--- config.mk ---
export PLATFORM = sky130hd
export DESIGN_NAME = tub_scan_driver_flat
export DESIGN_NICKNAME = d
export VERILOG_FILES = /design/src/rtl/tub_scan_driver_if.sv /design/src/rtl/tub_scan_driver.sv /design/src/flat_wrapper.sv
export SDC_FILE = /design/constraint.sdc
export NUM_CORES = 1
export LEC_CHECK = 0
export CELL_PAD_IN_SITES_DETAIL_PLACEMENT = 1
export CELL_PAD_IN_SITES_GLOBAL_PLACEMENT = 1
export CORE_MARGIN = 2
export CORE_UTILIZATION = 30
export DETAILED_ROUTE_END_ITERATION = 6
export GPL_TIMING_DRIVEN = 0
export PLACE_DENSITY = 0.57
export SKIP_CTS_REPAIR_TIMING = 1
export SYNTH_ARGS = -nofsm -noshare
export SYNTH_HDL_FRONTEND = slang
export SYNTH_SLANG_ARGS = --single-unit
--- constraint.sdc ---
create_clock -name clk -period 3.1 [get_ports clk]
set_clock_uncertainty 0.1 [all_clocks]
set_input_delay 0.465 -clock clk [delete_from_list [all_inputs] [get_ports clk]]
set_output_delay 0.465 -clock clk [all_outputs]
set_load 0.01 [all_outputs]
--- src/rtl/tub_scan_driver_if.sv ---
// ---------------------------------------------------------------------------
// tub_scan_driver_if : display bus between the MMIO register, scan driver
//                      and segment encoder.            Rev 1.0
// ---------------------------------------------------------------------------
`default_nettype none

interface tub_scan_driver_if;
  logic        en;
  logic [31:0] value_i;
  logic        neg_i;
  logic        blank_i;
  logic [4:0]  digit_code;
  logic [7:0]  digit_sel;
  logic        frame_pulse;
  logic        sign_ovf;

  modport master (
    output en, value_i, neg_i, blank_i,
    input  digit_code, digit_sel, frame_pulse, sign_ovf
  );

  modport slave (
    input  en, value_i, neg_i, blank_i,
    output digit_code, digit_sel, frame_pulse, sign_ovf
  );
endinterface

`default_nettype wire

--- src/rtl/tub_scan_driver.sv ---
// ---------------------------------------------------------------------------
// tub_scan_driver : 8-digit time-multiplexed seven-segment scan driver with
//                   per-frame shadow latch, leading-zero blanking and sign.  Rev 1.0
// ---------------------------------------------------------------------------
`default_nettype none

module tub_scan_driver #(
  parameter int unsigned SCAN_DIV = 100000
) (
  input  wire logic          clk,
  input  wire logic          rst_n,
  tub_scan_driver_if.slave   bus
);

  localparam int unsigned       CNT_W   = $clog2(SCAN_DIV);
  localparam logic [CNT_W-1:0]  CNT_MAX = CNT_W'(SCAN_DIV - 1);

  logic [CNT_W-1:0] cnt_q, cnt_d;
  logic [2:0]       idx_q, idx_d;
  logic [31:0]      shadow_val_q, shadow_val_d;
  logic             shadow_neg_q, shadow_neg_d;
  logic             shadow_blank_q, shadow_blank_d;
  logic             loaded_q, loaded_d;
  logic [4:0]       code_q, code_d;
  logic [7:0]       sel_q, sel_d;
  logic             pulse_q, pulse_d;
  logic             ovf_q, ovf_d;

  logic             slot_end;
  logic             frame_end;
  logic [2:0]       msd;
  logic             blank_eff;
  logic             sign_show;
  logic [3:0]       sp;
  logic [3:0]       nib;
  logic [7:0]       sel_onehot;

  always_comb begin
    cnt_d          = cnt_q;
    idx_d          = idx_q;
    shadow_val_d   = shadow_val_q;
    shadow_neg_d   = shadow_neg_q;
    shadow_blank_d = shadow_blank_q;
    loaded_d       = loaded_q;
    ovf_d          = ovf_q;
    code_d         = 5'h00;
    sel_d          = 8'h00;
    msd            = 3'd0;

    slot_end  = bus.en && (cnt_q == CNT_MAX);
    frame_end = slot_end && (idx_q == 3'd7);
    pulse_d   = frame_end;

    if (bus.en) begin
      cnt_d = slot_end ? '0 : cnt_q + 1'b1;
      idx_d = slot_end ? idx_q + 3'd1 : idx_q;
    end

    if (frame_end) begin
      shadow_val_d   = bus.value_i;
      shadow_neg_d   = bus.neg_i;
      shadow_blank_d = bus.blank_i;
      loaded_d       = 1'b1;
      ovf_d          = bus.neg_i && (bus.value_i[31:28] != 4'h0);
    end

    for (int k = 1; k < 8; k++) begin
      if (shadow_val_q[4*k +: 4] != 4'h0) msd = 3'(k);
    end

    // Before the first frame latch the display shows a lone "0", so blank.
    blank_eff  = shadow_blank_q || !loaded_q;
    sign_show  = shadow_neg_q && (shadow_val_q[31:28] == 4'h0);
    sp         = blank_eff ? ({1'b0, msd} + 4'd1) : 4'd7;
    nib        = shadow_val_q[{idx_q, 2'b00} +: 4];
    sel_onehot = 8'd1 << idx_q;

    if (!bus.en) begin
      code_d = 5'h00;
      sel_d  = 8'h00;
    end else if (sign_show && ({1'b0, idx_q} == sp)) begin
      code_d = 5'h10;
      sel_d  = sel_onehot;
    end else if (blank_eff && (idx_q > msd)) begin
      code_d = 5'h00;
      sel_d  = 8'h00;
    end else begin
      code_d = {1'b0, nib};
      sel_d  = sel_onehot;
    end
  end

  always_ff @(posedge clk or negedge rst_n) begin
    if (!rst_n) begin
      cnt_q          <= '0;
      idx_q          <= 3'd0;
      shadow_val_q   <= 32'h0;
      shadow_neg_q   <= 1'b0;
      shadow_blank_q <= 1'b0;
      loaded_q       <= 1'b0;
      code_q         <= 5'h00;
      sel_q          <= 8'h00;
      pulse_q        <= 1'b0;
      ovf_q          <= 1'b0;
    end else begin
      cnt_q          <= cnt_d;
      idx_q          <= idx_d;
      shadow_val_q   <= shadow_val_d;
      shadow_neg_q   <= shadow_neg_d;
      shadow_blank_q <= shadow_blank_d;
      loaded_q       <= loaded_d;
      code_q         <= code_d;
      sel_q          <= sel_d;
      pulse_q        <= pulse_d;
      ovf_q          <= ovf_d;
    end
  end

  assign bus.digit_code  = code_q;
  assign bus.digit_sel   = sel_q;
  assign bus.frame_pulse = pulse_q;
  assign bus.sign_ovf    = ovf_q;

endmodule

`default_nettype wire

--- src/flat_wrapper.sv ---
// flat-port wrapper written by rule: the top's interface ports become plain ports
module tub_scan_driver_flat 
#(
  parameter int unsigned SCAN_DIV = 100000
)
  (clk, rst_n, bus_en, bus_value_i, bus_neg_i, bus_blank_i, bus_digit_code, bus_digit_sel, bus_frame_pulse, bus_sign_ovf);
  tub_scan_driver_if bus_i ();
  input  wire logic clk;
  input  wire logic rst_n;
  input wire logic [$bits(bus_i.en)-1:0] bus_en;
  input wire logic [$bits(bus_i.value_i)-1:0] bus_value_i;
  input wire logic [$bits(bus_i.neg_i)-1:0] bus_neg_i;
  input wire logic [$bits(bus_i.blank_i)-1:0] bus_blank_i;
  output wire logic [$bits(bus_i.digit_code)-1:0] bus_digit_code;
  output wire logic [$bits(bus_i.digit_sel)-1:0] bus_digit_sel;
  output wire logic [$bits(bus_i.frame_pulse)-1:0] bus_frame_pulse;
  output wire logic [$bits(bus_i.sign_ovf)-1:0] bus_sign_ovf;
  assign bus_i.en = bus_en;
  assign bus_i.value_i = bus_value_i;
  assign bus_i.neg_i = bus_neg_i;
  assign bus_i.blank_i = bus_blank_i;
  assign bus_digit_code = bus_i.digit_code;
  assign bus_digit_sel = bus_i.digit_sel;
  assign bus_frame_pulse = bus_i.frame_pulse;
  assign bus_sign_ovf = bus_i.sign_ovf;
  tub_scan_driver #(.SCAN_DIV(SCAN_DIV)) u_core (.clk(clk), .rst_n(rst_n), .bus(bus_i));
endmodule
==> results.md <==
* Synth cell count leaders: 133 x nand2_1, 70 x dfrtp_1, 16 x nor2_1
* Buf+Inv Stages, Crit Path at 1
* Count leader, synth: nand2_1
* Maximum VDD drop at 0.000250 V
* Switching Share at 21.5%
* CTS tree: yes
* Max Clk Rate at 354 MHz
* Yosys top cell by area: dfrtp_1
* FP Rows at 39
* Period Utilization, post-route at 91.2%
* Tmin final at between 2 and 3 ns
* Detail Route Antenna Nets at 0
* Leakage Power at 2.18 nW
* Gr ovfl total at 0
* Slew Limit Fails at 0
* Share of the synthesized area in the top cell type at 50.6%
* Final Hold Vio Count at 0
* Router iterations before antenna repair at 4
* Synth Register Bits at 70
* Reg2reg end: u_core.bus.digit_sel[2]$_DFF_PN0_
* Diode count at 0
* Cell Area, Synth at between 3000 and 4000 µm²
* Worst-path clk slew at 0.06 ns
* CTS buffer count at 9
* Combinational Power Share at between 5 and 6%
* Area grow syn2layout at 30.9%
* Slowest cell on the critical path: nor4_1
* Reg2reg path depth at 11
* Pwr Density at just under 500 nW/µm²
* Vias per cell at 4.86
* Fraction of layout cells with a size suffix above 1 at 8.94%
* H-tree levels at 3
* Sum Neg Setup Slack at 0 ns
* RSZ-0062 raised after global routing: false
* EDFF count, synth at 0
* CTS root buf: clkbuf_16
* Max-slew headroom at 49.8%
* Vias in the first global route at 2853
* DP Wirelength at 6.68 mm
* Worst setup EP type: flop
* Clk pwr share at 49.9%
* Status: finished clean
* # DRC at 0
* Hold Startpoint: u_core.shadow_val_q[1]$_DFFE_PN0P_
* Critical path fanouts, max at 8
* RR Startpoint: u_core.shadow_val_q[5]$_DFFE_PN0P_
* Max incr delay on CP at 0.56 ns
* Slew @ Worst Pin at around 0.75 ns
* Bufs on Longest Clock Path at 2
* Mapped Cells at ~360
* Final Setup Violations at 0
* DIE HEIGHT at ~110 µm
* Post-Place Cell Area at 4180 µm²
* First-pass GRT wire length at around 15 mm
* Worst slack, placed at -0.0507 ns
* Nets at 466
* Mean post-synth cell area at roughly 9.8 µm²
* DR WL/cell at 15.7 µm
* Placed cells at 550
* Core area at ~11000 µm²
* Final Core Density at between 40 and 50%
* Most used DFF post-synth: dfrtp_1
* Port bufs at 51
* Unique masters post-synth at 47
* Min-Delay Endpoint: u_core.shadow_val_q[1]$_DFFE_PN0P_
* P_sw at 0.478 mW
* Die area at 12400 µm²
* Initial drt markers at 77
* Vias after detailed routing at between 2000 and 3000
* Critical Path, Cell by Cell: nor4_1 > o211ai_1 > nand2_1 > nand2_1 > ha_1 > nand2_1 > or4_1 > nand3_1 > a211oi_2 > buf_4 > nor3_1
* # IOs at 52
* Cell mode on critical path: nand2_1
* Cell family with most CP delay: simple AND/OR/NAND/NOR gates
* MaxCap Viol Count at 0
* Final Cell Area at 4530 µm²
* Antenna violations before repair at 0
* Clock sinks at 70
* Worst skew pair latency at approximately 0.33 ns
* Largest net degree at the start of global routing at 46
* Pint at approximately 1.7 mW
* GRT Total Usage at roughly 15%
* GP Congestion at 0.828
* Post-synth ARST share at 100%
* Yosys warning count at 0
* Die W at between 100 and 150 µm
* Hold Path Class: flop to flop
* Sequential Power Share at 44.5%
* Routed wire length at 8.94 mm
* Sequential area share after synthesis at 50.6%
* Critical Path AT at 2.97 ns
* Final non-filler cell total at 568
* Startpoint Class: flop
* Hold path depth at 2
* Critical Path RT at 3.24 ns
* Crit path kind: flop to flop
* Top post-synthesis cells by area: dfrtp_1 51%, nand2_1 14%, mux4_1 4.6%
* Final setup margin at 0.273 ns
* Filler cell count at 1312
* Worst reg2reg setup slack at 0.27 ns
* Syn_nets at 401
* Starting density of the core at a little over 30%
==> power groups by stage <==
stage                     registers (mW)  logic, mW  clock network, mW
after floorplan                    0.991     0.0475                  0
after global placement              1.00      0.119                  0
after detailed placement            1.00      0.127                  0
after CTS                          0.988      0.127               1.14
after global routing               0.996      0.141               1.17
final                              0.988      0.124               1.11
==> worst min-delay path: stages (launching register included) <==
cell and delay [ns]:
dfrtp_1 0.34, nand2_1 0.05, nand2_1 0.05
==> sequential cells by signal, indices dropped and copies added, names as in the netlist <==
| register | cells |
|---|---|
| u_core.shadow_neg_q | 1 |
| u_core.idx_q | 3 |
| u_core.bus.sign_ovf | 1 |
| u_core.bus.digit_code | 5 |
| u_core.cnt_q | 17 |
| u_core.bus.frame_pulse | 1 |
| u_core.shadow_val_q | 32 |
| u_core.loaded_q | 1 |
| u_core.bus.digit_sel | 8 |
| u_core.shadow_blank_q | 1 |
==> cell type report <==
cell class,instances,area (µm²),share of cell area [%]
plain buffers,14,83.8,1.85
flip-flops and latches,70,1750,38.6
clock inverters,4,70.1,1.55
multi-input cells,264,1620,35.8
repair buffers,54,553,12.2
clock buffers,12,246,5.44
inverters,7,26.3,0.579
well taps,143,179,3.95
==> per-stage QoR <==
stage               hold slack, ns  power, mW
finish                       0.368       2.22
global route                 0.405       2.30
global placement             0.358       1.12
detailed placement           0.306       1.13
floorplan                   0.0694       1.04
CTS                        -0.0481       2.25
==> metal layers <==
layer,up-vias,global-route usage [%],part of all wire (%)
li1,1348,-,-
met1,1356,19.4,48
met2,45,25.3,48
met3,11,2.78,2.6
met4,0,5.43,1.6
met5,-,0,0
==> cells in the final DEF, fill, tap and decap left out, drive strengths merged, types with 2 or more instances in the layout <==
cell type        n
or4              7
a21oi            7
xnor2            8
clkinv           2
o21ai            7
and3             2
ha               9
o211a            2
mux2i            2
dfrtp           70
or3              3
clkdlybuf4s50   50
nor4            11
nand2          133
nand4            7
a211oi           2
nand3            6
nand2b           2
bufinv           2
nor3             8
inv              7
mux4             8
a221o            2
nor2            16
xor2             6
buf              4
clkbuf          25
==> cell families after synthesis <==
logic type,after synthesis,synth area share (%)
simple gates,202,26.4
fa+ha+maj,9,3.25
mux,10,6.57
xor+xnor,14,3.54
compound gates,29,6.46
buf+inv,21,3.18
flops,70,50.6
==> worst max path at each step <==
stage / slack (ns) / from / depth (start not counted) / end
6_report: 0.27 / u_core.shadow_val_q[5]$_DFFE_PN0P_ / 11 / u_core.bus.digit_sel[2]$_DFF_PN0_
3_3_place_gp: -1.04 / rst_n / 1 / u_core.shadow_val_q[2]$_DFFE_PN0P_
3_5_place_dp: -0.05 / bus_en / 7 / u_core.shadow_val_q[7]$_DFFE_PN0P_
4_1_cts: -0.0008 / u_core.shadow_val_q[24]$_DFFE_PN0P_ / 9 / u_core.bus.digit_sel[2]$_DFF_PN0_
2_1_floorplan: 0.55 / u_core.shadow_val_q[21]$_DFFE_PN0P_ / 9 / u_core.bus.digit_sel[0]$_DFF_PN0_
5_1_grt: 0.02 / u_core.shadow_val_q[24]$_DFFE_PN0P_ / 10 / u_core.bus.digit_sel[0]$_DFF_PN0_
(Power assumes the default switching activity.)
